$ cat config.mk
export PLATFORM = sky130hd
export DESIGN_NAME = layer_draw_sequencer
export DESIGN_NICKNAME = d
export VERILOG_FILES = /design/src/rtl/layer_draw_sequencer.sv
export SDC_FILE = /design/constraint.sdc
export NUM_CORES = 1
export LEC_CHECK = 0
export ABC_AREA = 1
export CAP_MARGIN = 30
export CORE_MARGIN = 2
export CORE_UTILIZATION = 43
export DETAILED_ROUTE_END_ITERATION = 16
export GPL_TIMING_DRIVEN = 0
export PLACE_DENSITY = 0.81
export SYNTH_ARGS = -nofsm -noshare
export SYNTH_HDL_FRONTEND = slang
export SYNTH_SLANG_ARGS = --single-unit
export TNS_END_PERCENT = 50
$ cat constraint.sdc
create_clock -name clk -period 2.4 [get_ports clk]
set_clock_uncertainty 0.15 [all_clocks]
set_input_delay 0.48 -clock clk [delete_from_list [all_inputs] [get_ports clk]]
set_output_delay 0.48 -clock clk [all_outputs]
set_load 0.02 [all_outputs]
$ cat src/rtl/layer_draw_sequencer.sv
// Frame-draw sequencer: on every back-buffer swap, runs the enabled layer drawers in index
// order and forwards the active drawer's pixel writes to the framebuffer port.
module layer_draw_sequencer #(
  parameter int NUM_LAYERS        = 4,
  parameter int BUFFER_WIDTH      = 160,
  parameter int BUFFER_HEIGHT     = 120,
  parameter int BUFFER_DATA_WIDTH = 12,
  parameter int BUFFER_ADDR_WIDTH = $clog2(BUFFER_WIDTH * BUFFER_HEIGHT),
  parameter int TIMEOUT_CYCLES    = 65536,
  parameter int FRAME_CNT_WIDTH   = 16
) (
  input  logic                                      clk,
  input  logic                                      rst,
  input  logic                                      buffer_select,
  input  logic [NUM_LAYERS-1:0]                     layer_enable,
  output logic [NUM_LAYERS-1:0]                     layer_start,
  input  logic [NUM_LAYERS-1:0]                     layer_done,
  input  logic [NUM_LAYERS-1:0]                     layer_write_en,
  input  logic [NUM_LAYERS*BUFFER_ADDR_WIDTH-1:0]   layer_write_addr,
  input  logic [NUM_LAYERS*BUFFER_DATA_WIDTH-1:0]   layer_write_data,
  output logic                                      write_en,
  output logic [BUFFER_ADDR_WIDTH-1:0]              write_addr,
  output logic [BUFFER_DATA_WIDTH-1:0]              write_data,
  output logic                                      busy,
  output logic                                      frame_done,
  output logic [FRAME_CNT_WIDTH-1:0]                frame_count,
  output logic                                      overrun,
  output logic [NUM_LAYERS-1:0]                     timeout
);
  localparam int AW = BUFFER_ADDR_WIDTH;
  localparam int DW = BUFFER_DATA_WIDTH;
  localparam int IW = $clog2(NUM_LAYERS + 1);
  localparam int WW = $clog2(TIMEOUT_CYCLES);

  typedef enum logic [1:0] {IDLE, SELECT, RUN, DONE} state_t;
  state_t state, state_n;

  logic                  s1, s2, d;
  logic [1:0]            mask_cnt;
  logic                  start;
  logic                  pending;
  logic [NUM_LAYERS-1:0] en_q;
  logic [IW-1:0]         idx, sel_idx;
  logic                  sel_found;
  logic [WW-1:0]         wd;
  logic                  wd_exp;
  logic                  act_done, act_wen;
  logic [AW-1:0]         act_addr;
  logic [DW-1:0]         act_data;
  logic [NUM_LAYERS-1:0] act_onehot;

  assign start  = (s2 != d) && (mask_cnt == 2'd0);
  assign wd_exp = (wd == WW'(TIMEOUT_CYCLES - 1));

  // Edge detect stays masked while the freshly reset sync chain fills with the live input.
  always_ff @(posedge clk) begin
    if (rst) begin
      s1       <= 1'b0;
      s2       <= 1'b0;
      d        <= 1'b0;
      mask_cnt <= 2'd3;
    end else begin
      s1 <= buffer_select;
      s2 <= s1;
      d  <= s2;
      if (mask_cnt != 2'd0) mask_cnt <= mask_cnt - 2'd1;
    end
  end

  always_ff @(posedge clk) begin
    if (rst) state <= IDLE;
    else     state <= state_n;
  end

  always_comb begin
    sel_found = 1'b0;
    sel_idx   = '0;
    for (int unsigned i = 0; i < NUM_LAYERS; i++) begin
      if (!sel_found && en_q[i] && (i >= 32'(idx))) begin
        sel_found = 1'b1;
        sel_idx   = IW'(i);
      end
    end
  end

  always_comb begin
    act_onehot = '0;
    act_done   = 1'b0;
    act_wen    = 1'b0;
    act_addr   = '0;
    act_data   = '0;
    for (int unsigned i = 0; i < NUM_LAYERS; i++) begin
      if (32'(idx) == i) begin
        act_onehot[i] = 1'b1;
        act_done      = layer_done[i];
        act_wen       = layer_write_en[i];
        act_addr      = layer_write_addr[i*AW +: AW];
        act_data      = layer_write_data[i*DW +: DW];
      end
    end
  end

  always_comb begin
    state_n = state;
    case (state)
      IDLE:    if (start || pending) state_n = SELECT;
      SELECT:  state_n = sel_found ? RUN : DONE;
      RUN:     if (act_done || wd_exp) state_n = SELECT;
      DONE:    state_n = IDLE;
      default: state_n = IDLE;
    endcase
  end

  always_ff @(posedge clk) begin
    if (rst) begin
      pending     <= 1'b0;
      en_q        <= '0;
      idx         <= '0;
      wd          <= '0;
      write_en    <= 1'b0;
      write_addr  <= '0;
      write_data  <= '0;
      frame_count <= '0;
      timeout     <= '0;
    end else begin
      write_en <= 1'b0;
      timeout  <= '0;
      if (start && (state != IDLE)) pending <= 1'b1;
      case (state)
        IDLE: begin
          if (start || pending) begin
            en_q    <= layer_enable;
            idx     <= '0;
            pending <= 1'b0;
          end
        end
        SELECT: begin
          if (sel_found) begin
            idx <= sel_idx;
            wd  <= '0;
          end
        end
        RUN: begin
          wd         <= wd + WW'(1);
          write_en   <= act_wen;
          write_addr <= act_addr;
          write_data <= act_data;
          if (act_done || wd_exp) idx <= idx + IW'(1);
          if (!act_done && wd_exp) timeout <= act_onehot;
        end
        DONE: frame_count <= frame_count + FRAME_CNT_WIDTH'(1);
        default: ;
      endcase
    end
  end

  always_comb begin
    for (int unsigned i = 0; i < NUM_LAYERS; i++)
      layer_start[i] = (state == RUN) && (32'(idx) == i);
    busy       = (state != IDLE);
    frame_done = (state == DONE);
    overrun    = start && (state != IDLE);
  end
endmodule

# Word level (Yosys, flattened, before mapping)
# Cells that the tools add are included.
dict set report classes {
  n_eq_ne 11
  reduce_logical 33
  muxes 40
  add_sub_neg 4
  order_cmp 4
  bitwise_logic 2
}
# operator n
set op_table {}
lappend op_table {{15-bit 2-to-1 mux} 4}
lappend op_table {{12-bit 2-to-1 mux} 4}
lappend op_table {{16-bit by 1-bit adder with 16-bit output, second input constant} 2}
lappend op_table {{16-bit case mux with 2 select lines} 1}
lappend op_table {{1-bit 2-to-1 mux} 21}
lappend op_table {{16-bit equality test, second input constant} 1}
lappend op_table {{16-bit 2-to-1 mux} 1}
lappend op_table {{3-bit 2-to-1 mux} 5}
lappend op_table {{1-bit logical AND} 14}
lappend op_table {{3-bit case mux with 3 select lines} 1}
lappend op_table {{2-bit case mux with 4 select lines} 1}
lappend op_table {{3-bit by 2-bit equality test with 1-bit output, second input constant} 2}
lappend op_table {{1-bit by 3-bit >= comparator with 1-bit output, first input constant} 2}
lappend op_table {{2-bit by 3-bit >= comparator with 1-bit output, first input constant} 2}
lappend op_table {{2-bit inequality test, second input constant} 3}
lappend op_table {{2-bit AND reduction} 3}
lappend op_table {{2-bit nonzero test} 3}
lappend op_table {{2-bit equality test, second input constant} 2}
lappend op_table {{1-bit zero test} 4}
lappend op_table {{2-bit zero test} 2}
lappend op_table {{2-bit 2-to-1 mux} 2}
lappend op_table {{4-bit AND reduction} 1}
lappend op_table {{3-bit by 1-bit adder with 3-bit output, second input constant} 1}
lappend op_table {{3-bit by 1-bit equality test with 1-bit output, second input constant} 1}
lappend op_table {{other kinds (9)} 11}
dict set report totals {
  elab_cells 108
  output_inout_bits 55
  input_bits 123
  ff_bits 79
}

# Longest topological paths before layout
# Gate-level depths: netlist (run 1).
dict set report depth {
  ltp_word 17
  ltp_mapped 12
  mapped_depth_nobuf 12
}

# Worst setup path after synthesis (run 1)
# Ideal clock, no wire load.
dict set report synth_timing {
  path_kind {register to output}
  from {register idx[0]}
  to {output layer_start[2]}
  t_arrival_ps 1457
  stages_incl_launch_ff 7
  setup_slack_ps 313
  n_path_buf 2
  t_required_ps 1770
  path_cell_list {dfxtp_1 inv_1 ha_1 nand2_2 buf_2 buf_1 nor2_1}
}
dict set report synth_via {
  elab_chain_cells 2
}
# item line
set synth_lines {}
lappend synth_lines {{start: declaration} 43} ;# logic [IW-1:0] idx, sel_idx;
lappend synth_lines {{start signal: assignment} 139} ;# idx <= sel_idx;
lappend synth_lines {{start signal: assignment} 148} ;# if (act_done || wd_exp) idx <= idx + IW'(1);
lappend synth_lines {{3-bit by 2-bit equality test with 1-bit output} 159} ;# layer_start[i] = (state == RUN) && (32'(idx) == i);
lappend synth_lines {{1-bit logical AND} 159}
lappend synth_lines {{end: declaration} 16} ;# output logic [NUM_LAYERS-1:0] layer_start,
# No other way between the ends.

# Worst setup path after layout (run 1)
dict set report layout_timing {
  from {register state[1]}
  to {output frame_done}
}
dict set report layout_via {
  elab_chain_cells 1
}
# item line
set layout_lines {}
lappend layout_lines {{start: declaration} 36} ;# state_t state, state_n;
lappend layout_lines {{start signal: assignment} 72} ;# else state <= state_n;
lappend layout_lines {{2-bit equality test} 161} ;# frame_done = (state == DONE);
lappend layout_lines {{end: declaration} 25} ;# output logic frame_done,
# No other way between the ends.

==> results.toml, run 1 <==
[pwr]
pwr-share-clk_pct = 25.6
internal-power_mw = 2.55
power_density_nw_per_um2 = 603
total_power_mw = 3.87
switching_power_mw = 1.32
seqPwrFrac_pct = 39.7
sw_frac_of_total_pct = 34.2
combPwrFrac_pct = 34.7
power_leakage_nw = 2.42
vdd_ir_drop_max_v = 0.000390

[drt]
initialDrtViolationCount = 236
drc = 0
wl_per_cell_um = 16.6
ant_nets = 0
wl_um = 15000
num_vias = 5053
vias_per_cell = 5.57
firstDrtPassIters = 6

[floorplan]
core_um2 = 9680
start_util_pct = 43.9
row_count = 36
die_w_um = 103
die_h_um = 103
pin_count = 178
dieArea_um2 = 10700

[clock_tree]
htreeDepth = 3
clkLatencyLatePin_ns = 0.36
clk_pin_slew_worst_paths_ns = 0.08
cts_made_buffers = 9
cts-root-buf = "clkbuf_8"
postCtsHoldBufs = 0
cts.sinks = 79
cts_buffer_depth = 2
cts_tree = "done"

[cells_and_area]
diodes = 0
final_nets = 902
area_growth_pct = 50.9
layout-drive-gt1-share_pct = 8.66

[sta]
fmax_mhz = 432
hold_viol = 0
setup_viol = 0
min_period_ns = 2.32
slew_viol_final = 0
rsz0062_at_grt = "no"
slew_headroom_pct = 58.0
tns_ns = 0
worst_slew_pin_slew_ns = 0.630
timing.final.crit_share_pct = 96.5

[logic_synthesis]
synth_common_cells = "88 x nand2_1, 79 x dfxtp_1, 52 x nor2_1, 50 x nand3_1, 43 x inv_1"
synth_cell_types = 37
ys_warn_count = 0
synth_edf_count = 0
synthCells = 582
synthesis.area_um2 = 4250
synth_area_leaders = "dfxtp_1 37%, nand2_1 7.8%, nand3_1 5.9%, nand4_1 5.9%, o211ai_1 4.9%"
synth.avg_cell_area_um2 = 7.31
yosysMostFrequentCell = "nand2_1"
synth.top_cell.area_share_pct = 37.2
synth_seq_cells = 79
synth_ff_type = "dfxtp_1"
yosysSeqAreaShare_pct = 37.2
synth.largest_area_cell = "dfxtp_1"
synthesis.nets = 715
async_reset_ff_share_pct = 0

[global_route]
grt_overflow = 0
grt_usage_pct = 27.0
grt_max_degree = 20
grt_first_pass_wirelength_um = 22500
grt_pass1_vias = 4820
antenna_found_initial = 0

[critical_path]
cp_top_family = "buffers and inverters"
slowest_stage = "clkdlybuf4s50_1"
crit_path_end_kind = "output port"
critPathMaxStageDelay_ns = 0.64
cp-start-kind = "flop"
cp_num_buf_inv = 1
crit_chain = "ha_2 -> clkdlybuf4s50_1"
worstSetupPathType = "reg2out"
arrival_ns = 1.69
crit_required_ns = 1.77
worst-path-max-fanout = 9

[placed_design]
gp_congestion = 0.956
port_buffers = 176
dp_hpwl_um = 11600

[outcome]
status = "finished clean"

[hold_path]
worstHoldPathType = "reg2reg"

[flow_run]
drv_cap = 0
-- per-layer routing --
layer	track usage [%]	vias to the layer above	routed length, um
li1	-	2451	-
met1	31.1	2351	6030
met2	45.8	209	7130
met3	7.86	42	1290
met4	13.5	0	583
met5	0	-	0
-- final cells by class --
| type | instances | area (um2) |
|---|---|---|
| inverters | 47 | 179 |
| plain buffers | 35 | 179 |
| repair buffers | 177 | 1750 |
| well taps | 133 | 166 |
| clock inverters | 7 | 73.8 |
| flip-flops and latches | 79 | 1590 |
| multi-input cells | 420 | 2360 |
| clock buffers | 9 | 124 |
| fillers | 859 | 3260 |
-- power by group through the flow --
stage / Sequential [mW] / Combinational [mW] / Clock [mW]
after global routing: 1.55 / 1.46 / 1.08
final: 1.54 / 1.34 / 0.991
after CTS: 1.54 / 1.35 / 1.02
after floorplan: 1.65 / 0.638 / 0
after detailed placement: 1.57 / 1.32 / 0
after global placement: 1.56 / 1.28 / 0
-- path summary, 6_finish.rpt --
kind | from | to | slack, ns | cells after the start
max | state[1]$_SDFFE_PP0P_ | frame_done | 0.08 | 2
min | s1$_SDFF_PP0_ | s2$_SDFF_PP0_ | 0.26 | 2
max reg2reg | state[0]$_SDFFE_PP0P_ | write_addr[9]$_SDFFE_PP0P_ | 0.21 | 9
min reg2reg | s1$_SDFF_PP0_ | s2$_SDFF_PP0_ | 0.26 | 2
-- metrics by stage --
step / utilization, % / cells / area (um2) / hold WS [ns] / setup WS, ns
2_1_floorplan: - / 582 / 4250 / 0.238 / 0.313
3_3_place_gp: 63.8 / 891 / 6180 / 0.246 / -0.449
3_5_place_dp: 63.8 / 891 / 6180 / 0.253 / -0.506
4_1_cts: 66.4 / 907 / 6430 / 0.267 / -0.0181
5_1_grt: 66.3 / 907 / 6420 / 0.312 / 0.00558
6_report: 66.3 / 907 / 6420 / 0.262 / 0.0840
-- cell usage in the layout (no fill, tap or decap), types with 4 or more instances in the layout --
cell and instances:
inv_1 42, a22oi_1 27, buf_2 10, o211ai_1 28, clkbuf_2 6, nand2_1 88
dfxtp_1 76, nor2_1 50, ha_1 9, nand2_2 4, clkbuf_8 10, nand4_1 40
a21oi_1 28, o22ai_1 29, clkdlybuf4s50_1 170, inv_2 4, nand3_1 49, nor2_2 5
clkbuf_1 12, xor2_1 4, o21ai_0 27, buf_1 8
-- worst reg2reg max path, delay by kind of cell, from the launching register on --
family	cells	cell delay, ns
compound gates	1	0.17
fa+ha+maj	1	0.19
buf+inv	6	1.10
flops	1	0.36
simple gates	1	0.10
-- state kept, by name, summed over array words and instances (netlist names), 2 cells and up --
signal / flops
write_addr: 15
idx: 3
write_data: 12
mask_cnt: 2
en_q: 4
state: 2
wd: 16
timeout: 4
frame_count: 16
-- cells by family after synthesis --
group                      after synthesis  synth area share, %
xor gates and xnor gates                 7                 1.44
buffers and inverters                   83                 7.65
DFF                                     79                 37.2
AOI/OAI and AO/OA                      150                 22.3
and+or+nand+nor                        253                 28.5
adders and majority gates               10                 2.94
-- what timing repair did --
item	CTS	global route
pin swaps	1	0
buffers inserted	1	0
gates resized for setup	30	14
setup endpoints to repair	7	18
(Power assumes the default switching activity.)
==> inputs of run 2 (changes only) <==
--- a/config.mk
+++ b/config.mk
@@ -5,13 +5,14 @@
 export SDC_FILE = /design/constraint.sdc
 export NUM_CORES = 1
 export LEC_CHECK = 0
-export ABC_AREA = 1
+export ABC_AREA = 0
 export CAP_MARGIN = 30
 export CORE_MARGIN = 2
-export CORE_UTILIZATION = 43
+export CORE_UTILIZATION = 49
+export CTS_CLUSTER_DIAMETER = 150
 export DETAILED_ROUTE_END_ITERATION = 16
+export DONT_BUFFER_PORTS = 1
 export GPL_TIMING_DRIVEN = 0
-export PLACE_DENSITY = 0.81
 export SYNTH_ARGS = -nofsm -noshare
 export SYNTH_HDL_FRONTEND = slang
 export SYNTH_SLANG_ARGS = --single-unit
==> run 2 against run 1 <==
  * Global-route usage is 2.1 points lower
  * Sequential cell count did not move
  * Fmax fell by 0.25%
  * Synthesized area down 0.59%
  * Utilization shrank 10 points
  * Clock-buffer cell count unchanged
  * Clock power about the same
  * Via count shrank 24%
  * Sequential share of layout area grew 9.5 points
  * Sequential power is 5% lower
  * Worst setup slack got worse by 0.0059 ns
==> results.toml, run 2 <==
[critical_path]
arrival_ns = 1.69
cp_num_buf_inv = 2
cp-start-kind = "flop"
crit_chain = "buf_4 -> nor3b_2 -> clkbuf_2 -> and2_2"
cp_top_family = "simple AND/OR/NAND/NOR gates"
crit_path_end_kind = "output port"
critPathMaxStageDelay_ns = 0.34
slowest_stage = "dfxtp_1"
crit_required_ns = 1.77
worstSetupPathType = "reg2out"
worst-path-max-fanout = 10

[global_route]
grt_pass1_vias = 3729
grt_usage_pct = 24.9
use_met3_pct = 7.08
antenna_found_initial = 0
met1_usage_pct = 28.9
grt_overflow = 0
grt_first_pass_wirelength_um = 18800
grt_max_degree = 16
top_usage_layer = "met2"
met2_usage_pct = 42.7

[sta]
tns_ns = 0
slew_viol_final = 0
setup_viol = 0
rsz0062_at_grt = "no"
fmax_mhz = 431
min_period_ns = 2.32
timing.final.crit_share_pct = 96.7
timing.hold.ws_ns = 0.0984
slew_headroom_pct = 62.6
fin_ws_ns = 0.0781
hold_viol = 0
worst_slew_pin_slew_ns = 0.560

[drt]
wl_per_cell_um = 18.8
num_vias = 3865
ant_nets = 0
initialDrtViolationCount = 120
vias_per_cell = 6.07
drc = 0
wl_um = 12000
firstDrtPassIters = 5

[logic_synthesis]
ys_warn_count = 0
synthesis.nets = 647
synth.top_cell.area_share_pct = 37.4
synth_edf_count = 0
synth_cell_types = 57
async_reset_ff_share_pct = 0
synth_common_cells = "79 x dfxtp_1, 70 x o21ai_0, 68 x nor2_1, 50 x nand2_1"
synth_area_leaders = "dfxtp_1 37%, o21ai_0 8.3%, nor2_1 6.0%, a221oi_1 5.6%, o211ai_1 4.8%"
synth.avg_cell_area_um2 = 8.23
synth_ff_type = "dfxtp_1"
yosysSeqAreaShare_pct = 37.4
synth_seq_cells = 79
synthesis.area_um2 = 4230
yosysMostFrequentCell = "dfxtp_1"
synthCells = 514
synth.largest_area_cell = "dfxtp_1"

[pwr]
power_density_nw_per_um2 = 609
power_leakage_nw = 1.64
vdd_ir_drop_max_v = 0.000289
total_power_mw = 2.82

[clock_tree]
cts_made_buffers = 9
cts.sinks = 79
clkLatencyLatePin_ns = 0.36
cts_buffer_depth = 2
postCtsHoldBufs = 0
htreeDepth = 3
clk_pin_slew_worst_paths_ns = 0.09
cts-root-buf = "clkbuf_8"
cts_tree = "done"

[cells_and_area]
mostFrequentLayoutCells = "78 x dfxtp_1, 70 x o21ai_0, 66 x nor2_1, 50 x nand2_1, 27 x o211ai_1"
diodes = 0
regArea_um2 = 1590
final_nets = 660
reg.largest.list = "frame_count x16, wd x16, write_addr x15"
multi_input_area_um2 = 2460
area_growth_pct = 9.53
fin_util_pct = 55.8
layout-drive-gt1-share_pct = 12.2
layout_commonest_cell = "dfxtp_1"
fillCellCount = 790

[floorplan]
start_util_pct = 51.0
row_count = 33
dieArea_um2 = 9390
core_um2 = 8300
die_h_um = 96.9
die_w_um = 96.9
pin_count = 178

[placed_design]
pre_cts_slack_ns = -0.110
port_buffers = 0
dp_hpwl_um = 9110
gp_congestion = 0.857

[hold_path]
worstHoldPathType = "in2reg"

[flow_run]
drv_cap = 0

[outcome]
status = "finished clean"
run 2: cell count changes in the layout (fill, tap and decap cells not counted), sizes merged, moves of 12 or more:
cell / previous run / this run
a21oi: 28 / 6
a221oi: 0 / 27
a22oi: 27 / 3
clkdlybuf4s50: 170 / 0
inv: 47 / 14
nand2: 93 / 50
nand3: 50 / 15
nand4: 43 / 12
nor2: 57 / 69
o21ai: 30 / 75
o22ai: 29 / 0
xor2: 4 / 16
run 2: power breakdown:
group	total (mW)	internal, mW	switching (mW)
Clock	1.02	0.491	0.527
Combinational	0.334	0.132	0.202
Sequential	1.47	1.37	0.0988
run 2: metrics by stage:
step | std cells | area [um2]
after floorplan | 514 | 4230
after global placement | 619 | 4360
after detailed placement | 619 | 4360
after CTS | 635 | 4590
after global routing | 637 | 4630
final | 637 | 4630
run 2: timing repair:
item | CTS | global route
resized for setup | 11 | 14
endpoints found under the hold margin | 0 | 0
setup buffers | 0 | 2
pin swaps | 0 | 4
endpoints found under the setup margin | 36 | 30
run 2: final timing paths:
path / slack (ns) / start / to / depth (start not counted)
hold / removal: 0.1 / buffer_select / s1$_SDFF_PP0_ / 1
setup reg to reg: 0.14 / idx[1]$_SDFFE_PP0P_ / idx[2]$_SDFFE_PP0P_ / 9
setup / recovery: 0.08 / idx[1]$_SDFFE_PP0P_ / layer_start[1] / 4
hold reg to reg: 0.30 / s1$_SDFF_PP0_ / s2$_SDFF_PP0_ / 1
run 2: cell families (layout without fill, tap and decap cells):
| family | count (synthesis) | in the layout | share of synthesized area (%) |
|---|---|---|---|
| buffers and inverters | 50 | 68 | 5.27 |
| multiplexers | 9 | 9 | 2.13 |
| flip-flops | 79 | 79 | 37.4 |
| XOR/XNOR | 19 | 19 | 3.93 |
| AND/OR/NAND/NOR | 192 | 192 | 22.5 |
| adder cells (fa/ha/maj) | 10 | 10 | 2.96 |
| AO/OA/AOI/OAI | 155 | 155 | 25.8 |
run 2: area by class of cell:
class	count	area share, %
multi-input cells	385	53.1
flip-flops and latches	79	34.2
plain buffers	39	4.24
well taps	105	2.84
clock buffers	9	2.67
clock inverters	7	1.70
inverters	11	0.945
repair buffers	2	0.324
run 2: metal layers:
metal / vias to the layer above / share of wire (%)
li1: 1886 / -
met1: 1803 / 42
met2: 152 / 49
met3: 24 / 6.5
met4: 0 / 3.1
met5: - / 0
